## src/rtl/switch_alloc_5p.sv

```systemverilog
// rtl/switch_alloc_5p.sv - separable round-robin switch allocator with packet locking for a 5-port router
module switch_alloc_5p #(
    parameter int NUM_PORT     = 5,
    parameter int LOG_NUM_PORT = 3
) (
    input  logic                         clk,
    input  logic                         reset,
    input  logic [NUM_PORT*NUM_PORT-1:0] reqVector,
    input  logic [NUM_PORT-1:0]          tailIn,
    input  logic [NUM_PORT-1:0]          outReady,
    output logic [NUM_PORT*NUM_PORT-1:0] allocVector,
    output logic [NUM_PORT-1:0]          grantIn,
    output logic [NUM_PORT-1:0]          outValid
);

    localparam logic [NUM_PORT-1:0]     ROW_ONE  = NUM_PORT'(1);
    localparam logic [LOG_NUM_PORT-1:0] IDX_ONE  = LOG_NUM_PORT'(1);
    localparam logic [LOG_NUM_PORT-1:0] IDX_LAST = LOG_NUM_PORT'(NUM_PORT - 1);

    // Per-output arbitration state
    logic [LOG_NUM_PORT-1:0]      ptr   [NUM_PORT];
    logic [LOG_NUM_PORT-1:0]      owner [NUM_PORT];
    logic [NUM_PORT-1:0]          lock;

    // Combinational allocation results for the current cycle
    logic [NUM_PORT-1:0]          req_oh  [NUM_PORT];
    logic [NUM_PORT-1:0]          gnt_valid;
    logic [LOG_NUM_PORT-1:0]      gnt_idx [NUM_PORT];
    logic [NUM_PORT*NUM_PORT-1:0] alloc_next;
    logic [NUM_PORT-1:0]          grant_next;

    // Keep only the lowest-index output bit of each input's request row
    always_comb begin
        for (int i = 0; i < NUM_PORT; i++) begin
            req_oh[i] = reqVector[i*NUM_PORT +: NUM_PORT]
                      & (~reqVector[i*NUM_PORT +: NUM_PORT] + ROW_ONE);
        end
    end

    // Per-output search starting at ptr[o]; a locked output only considers its owner
    always_comb begin
        logic [LOG_NUM_PORT-1:0] idx;
        idx = '0;
        for (int o = 0; o < NUM_PORT; o++) begin
            gnt_valid[o] = 1'b0;
            gnt_idx[o]   = '0;
            for (int k = 0; k < NUM_PORT; k++) begin
                idx = LOG_NUM_PORT'((int'(ptr[o]) + k) % NUM_PORT);
                if (!gnt_valid[o] && outReady[o] && req_oh[idx][o]
                    && (!lock[o] || (idx == owner[o]))) begin
                    gnt_valid[o] = 1'b1;
                    gnt_idx[o]   = idx;
                end
            end
        end
    end

    // Expand per-output winners into the crossbar matrix and per-input dequeue strobes
    always_comb begin
        alloc_next = '0;
        grant_next = '0;
        for (int i = 0; i < NUM_PORT; i++) begin
            for (int o = 0; o < NUM_PORT; o++) begin
                alloc_next[i*NUM_PORT+o] = gnt_valid[o] && (gnt_idx[o] == LOG_NUM_PORT'(i));
            end
        end
        for (int i = 0; i < NUM_PORT; i++) begin
            grant_next[i] = |alloc_next[i*NUM_PORT +: NUM_PORT];
        end
    end

    // Register grants and advance pointer/lock state; a tail releases the output and rotates priority
    always_ff @(posedge clk or posedge reset) begin
        if (reset) begin
            allocVector <= '0;
            grantIn     <= '0;
            outValid    <= '0;
            lock        <= '0;
            for (int o = 0; o < NUM_PORT; o++) begin
                ptr[o]   <= '0;
                owner[o] <= '0;
            end
        end else begin
            allocVector <= alloc_next;
            grantIn     <= grant_next;
            outValid    <= gnt_valid;
            for (int o = 0; o < NUM_PORT; o++) begin
                if (gnt_valid[o]) begin
                    if (tailIn[gnt_idx[o]]) begin
                        lock[o] <= 1'b0;
                        ptr[o]  <= (gnt_idx[o] == IDX_LAST) ? '0 : gnt_idx[o] + IDX_ONE;
                    end else begin
                        lock[o]  <= 1'b1;
                        owner[o] <= gnt_idx[o];
                    end
                end
            end
        end
    end

endmodule
```

## config.mk

```make
export PLATFORM = sky130hd
export DESIGN_NAME = switch_alloc_5p
export DESIGN_NICKNAME = d
export VERILOG_FILES = /design/src/rtl/switch_alloc_5p.sv
export SDC_FILE = /design/constraint.sdc
export NUM_CORES = 1
export LEC_CHECK = 0
export ABC_CLOCK_PERIOD_IN_PS = 7800
export CAP_MARGIN = 20
export CORE_ASPECT_RATIO = 1.5
export CORE_MARGIN = 3
export CORE_UTILIZATION = 30
export CTS_CLUSTER_DIAMETER = 80
export CTS_CLUSTER_SIZE = 14
export DETAILED_ROUTE_END_ITERATION = 6
export PLACE_DENSITY_LB_ADDON = 0.2
export SKIP_LAST_GASP = 1
export SLEW_MARGIN = 30
export SYNTH_ARGS = -nofsm -noshare
export SYNTH_HDL_FRONTEND = slang
export SYNTH_SLANG_ARGS = --single-unit
```

## constraint.sdc

```tcl
create_clock -name clk -period 7.8 [get_ports clk]
set_clock_uncertainty 0.2 [all_clocks]
set_input_delay 1.17 -clock clk [delete_from_list [all_inputs] [get_ports clk]]
set_output_delay 1.17 -clock clk [all_outputs]
set_load 0.1 [all_outputs]
```

==> results.ini, run 1 <==
[worst_setup_path]
reg2reg_setup_slack_ns = 0.58
r2r-end = grantIn[3]
cp_data_required_time_ns = 7.82
cp_slowest_stage_delay_ns = 0.58
cp.arrival_ns = 7.24
r2r-start = ptr[7]
crit_fanout = 11
r2r_cells = 25
start_kind = flip-flop
cpMostUsedCell = ha_1
critPathKind = flip-flop to flip-flop
endpoint_kind = flip-flop
critical-path-slowest-cell = dfrtp_1

[synth]
syn-instance-count = 1567
synth_edf_count = 0
yosysUniqueCellTypes = 106
synth_seq_cells = 70
ys_seq_area_frac = 0.144
synth_top_cell_by_area = dfrtp_1
ys_warn_count = 0
synth_area_per_cell_um2 = 7.77
synth_nets = 1723
synth_top_area_share = 0.144
netlist_area_mm2 = 0.0122
yosys-top-cells-area = dfrtp_1 (14%), ha_1 (12%), mux2i_1 (4.7%)
async_reset_ff_frac = 1.00
synth_flop_cell = dfrtp_1

[drt]
vias_per_cell = 5.77
drt-initial-drc-count = 761
drt-wirelength-per-cell_um = 19.6
drtAntennaViolNets = 0
drc_errors = 0
drt-pass1-iter-count = 5
route.final.wire_length_um = 41200
vias = 12100

[run]
maxCapViolations = 0

[min_path]
min_to = owner[5]
hp-class = flip-flop to flip-flop
hp-start = owner[5]
hold_depth = 1

[floorplanning]
start_util = 0.306
die_h_um = 253
dieArea_mm2 = 0.0431
ios = 72
fp.coreArea_mm2 = 0.0398
dieWidth_um = 170
fp-row-count = 89

[clock_network]
cts_setup_buffers = 0
postCtsHoldBufs = 0
clock_latency_ns = 0.34
cts_tree = yes
cts_buffers = 9
postCtsResizedCells = 0
root_buffer = clkbuf_16
path_clk_slew_ns = 0.06
clockBufferDepth = 2
cts.sinks = 70
cts_max_level = 3

[global_route]
grt_max_degree = 71
grt.total_usage = 0.187
grt_overflow_total = 0
grt_pass1_vias = 11800
grt_antenna_before_repair = 0
grt_pass1_wl_um = 65100

[place]
hpwl_um = 33200
io_buffers = 71
dpl.cell_count = 2089
globalplace.congestion = 0.924
placed_area_mm2 = 0.0134

[timing]
setup_viol = 0
tns_ns = 0
hold_viol = 0
drv_slew = 0
clock.fmax_mhz = 138
worstMarginPinSlew_ns = 1.03
post-route-period-util = 0.926
timing.final.crit_period_ns = 7.22
slew-limit-headroom = 0.308
rsz0062_at_grt = false

[layout]
nNetsFinal = 1756
drive_gt1_frac = 0.0816
area_growth_syn_to_layout_pct = 12.7
final_cell_mix = ha_1 (117), nor2_1 (109), nand2_1 (107)
antenna_cells = 0
final_common_cell = ha_1
final_cell_count_no_fill = 2105
fin_area_mm2 = 0.0137

[outcome]
status = complete, no violations

[worst max path at each step]
stage | to | cells past startpoint | slack (ns) | startpoint
after floorplan | grantIn[3] | 24 | 0.85 | ptr[7]
after global placement | grantIn[3] | 25 | 0.86 | ptr[7]
after detailed placement | grantIn[3] | 25 | 0.68 | ptr[7]
after CTS | grantIn[3] | 25 | 0.64 | ptr[7]
after global routing | grantIn[3] | 25 | 0.15 | ptr[7]
final | grantIn[3] | 25 | 0.58 | ptr[7]
[cells by family (layout without fill, tap and decap cells)]
logic type               after synthesis  count (layout)  synth area share
AO/OA/AOI/OAI                        471             471             0.280
AND/OR/NAND/NOR                      559             559             0.249
adder cells (fa/ha/maj)              119             119             0.124
XOR/XNOR                              75              75            0.0597
flip-flops                            70              70             0.144
multiplexers                          97              97            0.0873
buffers and inverters                176             214            0.0560
[metrics by stage]
step                hold slack (ns)   util  worst slack [ns]
floorplan                     0.326      -             0.849
global placement              0.393  0.337             0.858
detailed placement            0.399  0.337             0.677
CTS                           0.414  0.345             0.645
global route                  0.419  0.345             0.153
finish                        0.416  0.345             0.579
[state kept, by name, indices dropped and copies added (netlist names)]
register	count
ptr	15
allocVector	25
outValid	5
lock	5
owner	15
grantIn	5
[final cells by class]
class | count | area (um^2)
Clock inverter | 6 | 93.8
Inverter | 107 | 403
Timing Repair Buffer | 91 | 865
Tap cell | 500 | 626
Fill cell | 4193 | 26000
Sequential cell | 70 | 1750
Multi-Input combinational cell | 1321 | 9750
Clock buffer | 10 | 229
[cells in the mapped netlist, drive strengths merged, types with 9 or more instances]
library cell / instances
o221ai: 15
a21o: 25
a22oi: 10
o31ai: 18
nand2b: 43
nand4: 20
o22ai: 10
dfrtp: 70
mux2: 37
a31oi: 26
o21ai: 78
o31a: 10
a32oi: 9
o211ai: 15
xnor2: 66
nand3: 24
a2111oi: 11
a21oi: 90
nand2: 107
a221oi: 10
clkbuf: 56
and3b: 9
or3: 24
ha: 117
nor2b: 47
and2: 22
mux2i: 57
and3: 29
a211oi: 25
or2: 12
nand3b: 11
nor2: 109
o21a: 13
inv: 102
a21boi: 13
nor4: 12
nor3b: 12
buf: 13
nor3: 45
[per-layer routing]
layer  up-vias  track usage  share of wire
li1       5912            -              -
met1      5850        0.223           0.41
met2       310        0.348           0.52
met3        71       0.0197          0.035
met4         0       0.0587          0.030
met5         -            0              0
[critical path, delay by kind of cell, from the launching register on]
kind	cells	cell delay, ns
and+or+nand+nor	6	1.59
AOI/OAI and AO/OA	5	1.40
adders and majority gates	5	1.22
buffers and inverters	5	0.79
muxes	2	0.70
xor gates and xnor gates	2	0.61
DFF	1	0.58
Power of run 1 is left out: the tool's default activity adds up to more than one toggle a clock period on the data nets, which glitch-free logic cannot reach.
==> run 2, diff against run 1 <==
--- a/config.mk
+++ b/config.mk
@@ -14,6 +14,8 @@
 export CTS_CLUSTER_SIZE = 14
 export DETAILED_ROUTE_END_ITERATION = 6
 export PLACE_DENSITY_LB_ADDON = 0.2
+export RECOVER_POWER = 25
+export REMOVE_ABC_BUFFERS = 1
 export SKIP_LAST_GASP = 1
 export SLEW_MARGIN = 30
 export SYNTH_ARGS = -nofsm -noshare
==> results.ini, run 2 (same netlist as run 1, synthesis figures left out) <==
[layout]
final_cell_mix = ha_1 (117), nor2_1 (109), nand2_1 (107)
fin_area_mm2 = 0.0137
fill_cells = 4265
utilization = 0.345
regMostFlops = allocVector
top_regs = allocVector (25), owner (15), ptr (15)
area_growth_syn_to_layout_pct = 12.8
final_common_cell = ha_1
nNetsFinal = 1759
antenna_cells = 0
largest_reg_flops = 25
drive_gt1_frac = 0.0827

[global_route]
grt_overflow_total = 0
grt_antenna_before_repair = 1
grt_max_degree = 71
grt_pass1_vias = 11700
grt.total_usage = 0.181
grt_pass1_wl_um = 63600

[place]
placed_area_mm2 = 0.0134
io_buffers = 71
hpwl_um = 32500
globalplace.congestion = 0.922

[worst_setup_path]
path_buf_inv = 5
endpoint_kind = flip-flop
cp.arrival_ns = 7.14
cp_data_required_time_ns = 7.80
critPathKind = flip-flop to flip-flop
critical-path-slowest-cell = dfrtp_1
r2r_cells = 25
path_depth = 25
cpMostUsedCell = ha_1
crit_path_start = ptr[7]
crit_fanout = 11
cp_slowest_stage_delay_ns = 0.56
r2r-start = ptr[7]
critPathTopFamily = simple AND/OR/NAND/NOR gates
start_kind = flip-flop

[timing]
clock.fmax_mhz = 140
whs_ns = 0.414
setup_viol = 0
worstMarginPinSlew_ns = 3.86
timing.final.crit_period_ns = 7.13
drv_slew = 71
rsz0062_at_grt = false
hold_viol = 0
post-route-period-util = 0.915
slew-limit-headroom = -1.58
tns_ns = 0

[drt]
route.final.wire_length_um = 40500
vias_per_cell = 5.75
drt-initial-drc-count = 728
drt-pass1-iter-count = 5
drc_errors = 0
vias = 12100
drtAntennaViolNets = 0
drt-wirelength-per-cell_um = 19.2

[run]
maxCapViolations = 1

[clock_network]
cts_buffers = 9
cts.sinks = 70
postCtsResizedCells = 0
postCtsHoldBufs = 0
clockBufferDepth = 2
clock_latency_ns = 0.33
root_buffer = clkbuf_16
cts_setup_buffers = 0
cts_tree = yes
path_clk_slew_ns = 0.06
cts_max_level = 3

[floorplanning]
start_util = 0.306
fp.coreArea_mm2 = 0.0398
fp-row-count = 89
ios = 72
dieWidth_um = 170
die_h_um = 253
dieArea_mm2 = 0.0431

[outcome]
status = finished, violations left
violations = capacitance limit, slew limit

[min_path]
hold_depth = 1
hp-start = owner[5]
hp-class = flip-flop to flip-flop

==> run 2: per-layer routing <==
metal  routed length, um  GRT usage
met1               17300      0.223
met2               20300      0.328
met3                1470     0.0144
met4                1410     0.0677
met5                  13          0
==> run 2: layout make-up <==
| class | instances | area (um^2) | share of cell area |
|---|---|---|---|
| clock inverter | 6 | 93.8 | 0.00683 |
| inverter | 107 | 403 | 0.0293 |
| tap | 500 | 626 | 0.0456 |
| multi-input combinational | 1321 | 9750 | 0.710 |
| sequential | 70 | 1750 | 0.128 |
| clock buffer | 10 | 229 | 0.0167 |
| timing repair buffer | 94 | 880 | 0.0640 |
==> run 2: through the flow <==
stage | worst slack (ns) | cells
final | 0.666 | 2108
after global routing | 0.187 | 2108
after CTS | 0.696 | 2108
after detailed placement | 0.712 | 2092
after global placement | 0.889 | 2092
after floorplan | 0.466 | 1498
==> run 2: final timing paths <==
check	end	slack, ns
min in group asynchronous	grantIn[3]	2.63
max in group asynchronous	owner[5]	2.60
worst max-delay path	grantIn[3]	0.67
worst max register to register	grantIn[3]	0.67
worst min-delay path	owner[5]	0.41
worst min register to register	owner[5]	0.41
Power of run 2 is left out for the same reason.
